### src/rtl/dvs_event_sequencer.sv
// -----------------------------------------------------------------------------
// dvs_event_sequencer
//
// Purpose:
//    Sits behind the DVS AER receiver. Each Y (row) word opens a row, and every
//    X (column + polarity) word that follows is paired with that row. The
//    resulting 20-bit events go into a first-word-fall-through FIFO that a
//    valid/ready consumer drains. X words that arrive with no open row are
//    dropped and counted. A row that sees no words for ROW_TIMEOUT cycles is
//    closed.
//
// Parameters:
//    FIFO_DEPTH   event FIFO entries (power of 2, >= 2)
//    ROW_TIMEOUT  idle cycles before an open row closes (0 = never)
//    CNT_WIDTH    width of drop_count
//
// Ports:
//    clk           system clock
//    rst_n         asynchronous active-low reset
//    enable        1 = accept words, 0 = ignore rx_valid and fall back to IDLE
//    rx_valid      one-cycle strobe qualifying aer_rx / xsel_rx
//    aer_rx        received AER word
//    xsel_rx       1 = X word {x[8:0], pol}, 0 = Y word y[9:0]
//    ev_valid      FIFO head valid
//    ev_ready      consumer takes the head when ev_valid & ev_ready
//    ev_data       head event {y[9:0], x[8:0], pol}
//    fifo_level    number of occupied FIFO entries
//    overflow      sticky flag: an event was lost to a full FIFO
//    drop_count    saturating count of orphan X words plus FIFO-full losses
//    clear_status  synchronous clear of overflow and drop_count
// -----------------------------------------------------------------------------
module dvs_event_sequencer #(
   parameter int FIFO_DEPTH  = 16,
   parameter int ROW_TIMEOUT = 64,
   parameter int CNT_WIDTH   = 16
) (
   input  logic                          clk,
   input  logic                          rst_n,
   input  logic                          enable,
   input  logic                          rx_valid,
   input  logic [9:0]                    aer_rx,
   input  logic                          xsel_rx,
   output logic                          ev_valid,
   input  logic                          ev_ready,
   output logic [19:0]                   ev_data,
   output logic [$clog2(FIFO_DEPTH):0]   fifo_level,
   output logic                          overflow,
   output logic [CNT_WIDTH-1:0]          drop_count,
   input  logic                          clear_status
);

   localparam int AW = $clog2(FIFO_DEPTH);
   // A zero timeout still needs a one-bit timer so the declaration stays legal.
   localparam int TW = (ROW_TIMEOUT > 0) ? $clog2(ROW_TIMEOUT + 1) : 1;
   localparam logic [TW-1:0] TIMER_LOAD = TW'(ROW_TIMEOUT);

   typedef enum logic {
      IDLE     = 1'b0,
      ROW_OPEN = 1'b1
   } state_t;

   state_t          state, state_nxt;
   logic [9:0]      row, row_nxt;
   logic [TW-1:0]   timer, timer_nxt;
   logic            push;
   logic            orphan;

   logic [19:0]     ram [FIFO_DEPTH];
   logic [AW:0]     wr_ptr, rd_ptr;
   logic            full;
   logic            pop;
   logic            write_en;
   logic            lost;

   // State, latched row and idle timer.
   always_ff @(posedge clk or negedge rst_n) begin
      if (!rst_n) begin
         state <= IDLE;
         row   <= '0;
         timer <= '0;
      end else begin
         state <= state_nxt;
         row   <= row_nxt;
         timer <= timer_nxt;
      end
   end

   // Next-state logic. Any accepted word in ROW_OPEN reloads the timer. The
   // row closes on the idle cycle in which the timer would reach zero, so an
   // open row survives exactly ROW_TIMEOUT idle cycles.
   always_comb begin
      state_nxt = state;
      row_nxt   = row;
      timer_nxt = timer;
      push      = 1'b0;
      orphan    = 1'b0;
      case (state)
         IDLE: begin
            if (rx_valid && enable) begin
               if (!xsel_rx) begin
                  state_nxt = ROW_OPEN;
                  row_nxt   = aer_rx;
                  timer_nxt = TIMER_LOAD;
               end else begin
                  orphan = 1'b1;
               end
            end
         end
         ROW_OPEN: begin
            if (!enable) begin
               state_nxt = IDLE;
            end else if (rx_valid) begin
               timer_nxt = TIMER_LOAD;
               if (!xsel_rx) begin
                  row_nxt = aer_rx;
               end else begin
                  push = 1'b1;
               end
            end else if (ROW_TIMEOUT != 0) begin
               if (timer <= TW'(1)) begin
                  state_nxt = IDLE;
                  timer_nxt = '0;
               end else begin
                  timer_nxt = timer - TW'(1);
               end
            end
         end
         default: state_nxt = IDLE;
      endcase
   end

   // FIFO control. A push into a full FIFO is kept only if the head leaves in
   // the same cycle; the new entry then lands in the slot being vacated.
   assign ev_valid   = (wr_ptr != rd_ptr);
   assign fifo_level = wr_ptr - rd_ptr;
   assign full       = (wr_ptr[AW] != rd_ptr[AW]) && (wr_ptr[AW-1:0] == rd_ptr[AW-1:0]);
   assign pop        = ev_valid && ev_ready;
   assign write_en   = push && (!full || pop);
   assign lost       = push && full && !pop;

   // The head is read straight from storage. It is gated to zero when the FIFO
   // is empty so stale entries never show after a reset.
   assign ev_data = ev_valid ? ram[rd_ptr[AW-1:0]] : '0;

   // Event storage. It has no reset; the pointers alone define which entries
   // are valid.
   always_ff @(posedge clk) begin
      if (write_en) begin
         ram[wr_ptr[AW-1:0]] <= {row, aer_rx};
      end
   end

   // Read and write pointers carry an extra MSB to tell full from empty.
   always_ff @(posedge clk or negedge rst_n) begin
      if (!rst_n) begin
         wr_ptr <= '0;
         rd_ptr <= '0;
      end else begin
         if (write_en) begin
            wr_ptr <= wr_ptr + 1'b1;
         end
         if (pop) begin
            rd_ptr <= rd_ptr + 1'b1;
         end
      end
   end

   // Status. Only one word arrives per cycle, so an orphan drop and a FIFO-full
   // loss never coincide. A clear takes priority over an increment.
   always_ff @(posedge clk or negedge rst_n) begin
      if (!rst_n) begin
         overflow   <= 1'b0;
         drop_count <= '0;
      end else if (clear_status) begin
         overflow   <= 1'b0;
         drop_count <= '0;
      end else begin
         if (lost) begin
            overflow <= 1'b1;
         end
         if ((orphan || lost) && (drop_count != {CNT_WIDTH{1'b1}})) begin
            drop_count <= drop_count + 1'b1;
         end
      end
   end

endmodule
### config.mk
export PLATFORM = sky130hd
export DESIGN_NAME = dvs_event_sequencer
export DESIGN_NICKNAME = d
export VERILOG_FILES = /design/src/rtl/dvs_event_sequencer.sv
export SDC_FILE = /design/constraint.sdc
export NUM_CORES = 1
export LEC_CHECK = 0
export BUFFER_PORTS_ARGS = -buffer_cell sky130_fd_sc_hd__clkbuf_2
export CAP_MARGIN = 20
export CORE_MARGIN = 8
export CORE_UTILIZATION = 59
export CTS_CLUSTER_SIZE = 16
export DETAILED_ROUTE_END_ITERATION = 8
export PLACE_DENSITY = 0.8
export SLEW_MARGIN = 20
export SYNTH_ARGS = -nofsm -noshare
export SYNTH_HDL_FRONTEND = slang
export SYNTH_SLANG_ARGS = --single-unit
export TNS_END_PERCENT = 10
### constraint.sdc
create_clock -name clk -period 5.4 [get_ports clk]
set_input_delay 0.81 -clock clk [delete_from_list [all_inputs] [get_ports clk]]
set_output_delay 0.81 -clock clk [all_outputs]
set_load 0.01 [all_outputs]
[Word-level counts from Yosys, hierarchy flattened]
Memories as Yosys holds them, arrays and structs flattened.
Index checks and enable logic that the tools add are counted.
Word-level totals
  bits in registers: 45
  memory bits (writable): 320
  output and inout port bits: 43
  memories: 1
Operators by class
  add/sub/neg operators: 5
  $lt $le $gt $ge: 1
  equal/unequal tests: 8
  muxes and demuxes: 30
  bitwise gates (word level): 1
  reduce and logical (&&, ||, !) cells: 15
Memories
  ram: words 16, width 20, rd ports 1, clocked after Yosys merged registers in 0, write ports 1, line 68  | logic [19:0] ram [FIFO_DEPTH];
Operators by type and width (number)
  two-way mux 10 bit: 4
  two-way mux 7 bit: 5
  two-way mux 16 bit: 2
  two-way mux 20 bit: 1
  case mux 10 bit (2 select lines): 1
  adder 16 x 1 -> 16 bit, second input constant: 1
  != test 16 bit, second input constant: 1
  two-way mux 1 bit: 15
  case mux 7 bit (2 select lines): 1
  adder 5 x 1 -> 5 bit, second input constant: 2
  != test 2 bit, second input constant: 4
  <= comparator 7 x 1 -> 1 bit, second input constant: 1
  logical AND 1 bit: 7
  subtractor 7 x 1 -> 7 bit, second input constant: 1
  AND reduction 3 bit: 2
  != test 5 bit: 1
  subtractor 5 bit: 1
  == test 4 bit: 1
  nonzero test 2 bit: 2
  zero test 1 bit: 2
  logical OR 1 bit: 2
  case mux 1 bit (2 select lines): 1
  != test 1 bit: 1
  NOT 1 bit: 1

[Longest topological paths before layout]
  word-level depth: 10
  depth in mapped cells: 9

[Worst setup path before layout]
Ideal clock, no wire load.
  kind: reg2out
  from: register rd_ptr[3]
  to: output port ev_data[10]
  arrival: 2.147 ns
  required time: 4.590 ns
  slack: 2.443 ns
  stages on the path, launching flop included: 9
  cell sequence: dfrtp_1 > inv_1 > buf_1 > ha_1 > nand4_1 > nor2_1 > inv_1 > clkbuf_1 > and2_1
Between the ends
  cells in the longest elaborated chain, start to end: 2
  elaborated cells on any way between the ends: 3
  those cells by class: eq/ne: 1; mux: 1; memory: 1
Ends and longest elaborated chain
  start: declaration: line 69  | logic [AW:0] wr_ptr, rd_ptr;
  start signal: assignment: line 163  | rd_ptr <= rd_ptr + 1'b1;
  != test 5 bit: line 134  | assign ev_valid = (wr_ptr != rd_ptr);
  net ev_valid: line 43  | output logic ev_valid,
  two-way mux 20 bit: line 143  | assign ev_data = ev_valid ? ram[rd_ptr[AW-1:0]] : '0;
  end: declaration: line 45  | output logic [19:0] ev_data,
The timed path passes the listed nets, and every way through them passes these cells.

[Worst setup path in the final report]
  from: register rd_ptr[1]
  to: output port ev_data[18]
Between the ends
  cells in the longest elaborated chain, start to end: 2
  elaborated cells on any way between the ends: 3
  those cells by class: eq/ne: 1; mux: 1; memory: 1
Ends and longest elaborated chain (line)
  memory (16 x 20 bit) or != test 5 bit (tied branches)
  two-way mux 20 bit (*): 143
Mark *: on every way between the ends. The rest lies on a longest branch, timed or not.

==> run_results.csv <==
group,metric,value,unit
die,core_area,0.02489,mm²
die,die-area,0.03035,mm²
routing,drt.antenna.violating_nets,0,
place,place_area,0.01550,mm²
worst_hold_path,min_path_type,"input pin to async pin",
worst_setup_path,startpoint_type,"flip-flop",
place,dp_hpwl,17.64,mm
power_and_ir_drop,powerDensity,478.2,mW/mm²
yosys,ys_warn_count,0,
yosys,ys_seq_elements,365,
yosys,syn-cell-area,0.01477,mm²
die,ios,60,
die,die_h,174.2,µm
worst_setup_path,endpoint_kind,"output port",
clocking,clk_path_buf_depth,3,
sta,drv_slew,0,
clocking,cts_tree,"done",
grt,grt_pass1_wl,47.92,mm
clocking,h-tree-depth,2,
routing,wl,31.53,mm
sta,tns,0,ps
sta,setup_slack,1276,ps
clocking,insertion_delay,510,ps
yosys,synthFlopType,"edfxtp_1",
routing,wl_met1,12.32,mm
worst_setup_path,crit_buf_inv,2,
yosys,synth.yosys.seq_area_share,0.7269,
worst_setup_path,cp_top_family,"multiplexers",
clocking,cts_hold_buf,0,
sta,max_freq,0.2425,GHz
layout,n_antenna_cell,0,
routing,dr_wl_met3,2.318,mm
yosys,syn_nets,764,
sta,min_period,4124,ps
clocking,cts.repair.resized,0,
worst_setup_path,critical_path_peak_fanout,47,
worst_setup_path,crit_path_cell_trace,"buf_4, mux4_2, mux4_2, and2_1, clkbuf_2",
place,dpl_worst_slack,1783,ps
grt,grt_max_degree,75,
yosys,async_flop_share,0.1233,
clocking,cts-root-buf,"clkbuf_16",
power_and_ir_drop,power.total,7.939,mW
layout,fin_nets,851,
yosys,syn_area_per_cell,20.12,µm²
worst_setup_path,max_stage_delay,890,ps
clocking,cts_inserted_buffers,36,
worst_setup_path,required,4590,ps
power_and_ir_drop,p_leak,5.631,nW
worst_setup_path,cp_data_arrival_time,3310,ps
sta,finalSetupViolCount,0,
routing,vias_per_cell,6.422,
routing,maxUsedRoutingLayer,"met4",
flow_run,drv_cap,0,
run_status,outcome,"complete, no violations",
sta,slew_headroom,0.3015,
sta,fin_crit_sh,0.7636,
layout,utilization,0.6669,
die,fp.dieW,174.2,µm
sta,tightest_slew,1037,ps
worst_setup_path,cp_slowest_cell,"dfrtp_4",
yosys,synthDominantCellAreaShare,0.6507,
routing,wl_met2,16.25,mm
routing,drcViolationCount,0,
layout,synthToLayoutAreaGrowth,12.41,%
place,finalWeightedCongestion,0.8528,
layout,fin_area,0.01660,mm²
yosys,yosys.area.top_type,"edfxtp_1",
yosys,synth-edff-count,320,
grt,grt_pass1_vias,7836,
sta,finalClockSkew,16.42,ps
grt,track_usage,0.2104,
worst_setup_path,worstSetupPathType,"flip-flop to output port",
place,io_buffers,59,
sta,grt_setup_unrepaired,"false",
die,initial_core_util,0.5933,
power_and_ir_drop,ir_drop,0.3551,mV
clocking,cts_setup_buffers,0,
routing,vias,7546,
routing,detail_route.first_pass.iterations,5,
routing,drt-initial-drc-count,779,
die,row_count,58,
clocking,cts.sinks,365,
layout,layout-drive-gt1-share,0.3030,
yosys,ys_top_cells_by_area,"edfxtp_1 65%, mux4_2 15%, dfrtp_1 7.6%",
yosys,syn_inst,734,
yosys,ys_types,51,
sta,timing_hold_violations_final,0,
routing,wl_per_cell,26.83,µm
grt,antenna_found_initial,0,
grt,gr-total-overflow,0,
clocking,clk_pin_slew_worst_paths,60,ps
worst_setup_path,cp_common_cell,"mux4_2",
-- cells in the final DEF (no fill, tap or decap), types with 6 or more instances in the layout --
cell type  count
nand2_1       12
nor4_1         7
clkbuf_2      59
o21ai_0        9
buf_4         21
inv_1         18
a21oi_1       12
mux4_2       100
xnor2_1       10
nor2_1        15
mux2_2        18
nor3_1         6
edfxtp_1     320
ha_1          12
clkinv_2       8
clkbuf_16     37
clkbuf_1       8
o31ai_1        6
nor2b_1        9
dfrtp_1       43
nand3_1        8
and2_1        36
-- per-stage QoR --
stage	hold slack, ps	cells
after detailed placement	493.8	1113
after CTS	413.0	1175
after global placement	462.1	1113
after floorplan	445.3	734
after global routing	446.1	1175
final	396.7	1175
-- final cells by class --
cell class	instances	area, µm²
Timing Repair Buffer	81	473.0
Clock inverter	12	67.56
Inverter	18	67.56
Sequential cell	365	10740
Tap cell	330	412.9
Fill cell	1541	8290
Clock buffer	50	1025
Multi-Input combinational cell	319	3812
-- power by group --
| part | switching, mW | total [mW] | internal (mW) |
|---|---|---|---|
| Sequential | 0.209 | 3.41 | 3.20 |
| Clock | 1.00 | 2.33 | 1.33 |
| Combinational | 1.04 | 2.20 | 1.16 |
-- path summary, 6_finish.rpt --
check                      startpoint             to  slack, ps  cells after the start
setup / recovery            rd_ptr[1]    ev_data[18]       1280                      5
hold / removal                  rst_n  drop_count[5]        400                      2
setup reg to reg            rd_ptr[1]      ram[6][1]       1820                      7
hold reg to reg             wr_ptr[4]      wr_ptr[4]        530                      1
max in group asynchronous       rst_n      rd_ptr[0]       4510                      2
min in group clk            wr_ptr[4]      wr_ptr[4]        530                      1
-- Yosys cell counts (3+ instances only) --
cell type and n:
edfxtp_1 320, clkbuf_1 15, inv_1 18, mux4_2 100
nand4_1 5, xor2_1 3, or4_1 5, nor3_1 6
nand2_1 12, buf_4 8, buf_2 3, buf_1 5
or3_1 3, and3_1 3, a21oi_1 12, o31ai_1 6
dfrtp_1 45, nor3b_1 3, nand2b_1 3, and2_1 36
nor4_1 7, nand3_1 8, ha_1 12, nor2_1 15
mux2_2 18, a31oi_1 4, xnor2_1 10, o21ai_0 9
nor2b_1 9, and4_1 3
-- routing by layer --
layer / vias to the layer above / GRT usage
li1: 3178 / -
met1: 3927 / 0.2776
met2: 394 / 0.3599
met3: 47 / 0.03645
met4: 0 / 0.05379
met5: - / 0
-- cell families after synthesis --
logic type,Yosys count,share of synthesized area
flip-flops,365,0.7269
adder cells (fa/ha/maj),13,0.01152
XOR/XNOR,13,0.007710
AO/OA/AOI/OAI,47,0.02076
buffers and inverters,50,0.01550
AND/OR/NAND/NOR,127,0.05067
multiplexers,119,0.1669
-- registers in the layout, summed over array words and instances (netlist names) --
register,flops
wr_ptr,5
overflow,1
drop_count,16
state,1
row,10
timer,7
ram,320
rd_ptr,5
No activity file was read; power rests on OpenSTA's default activity.
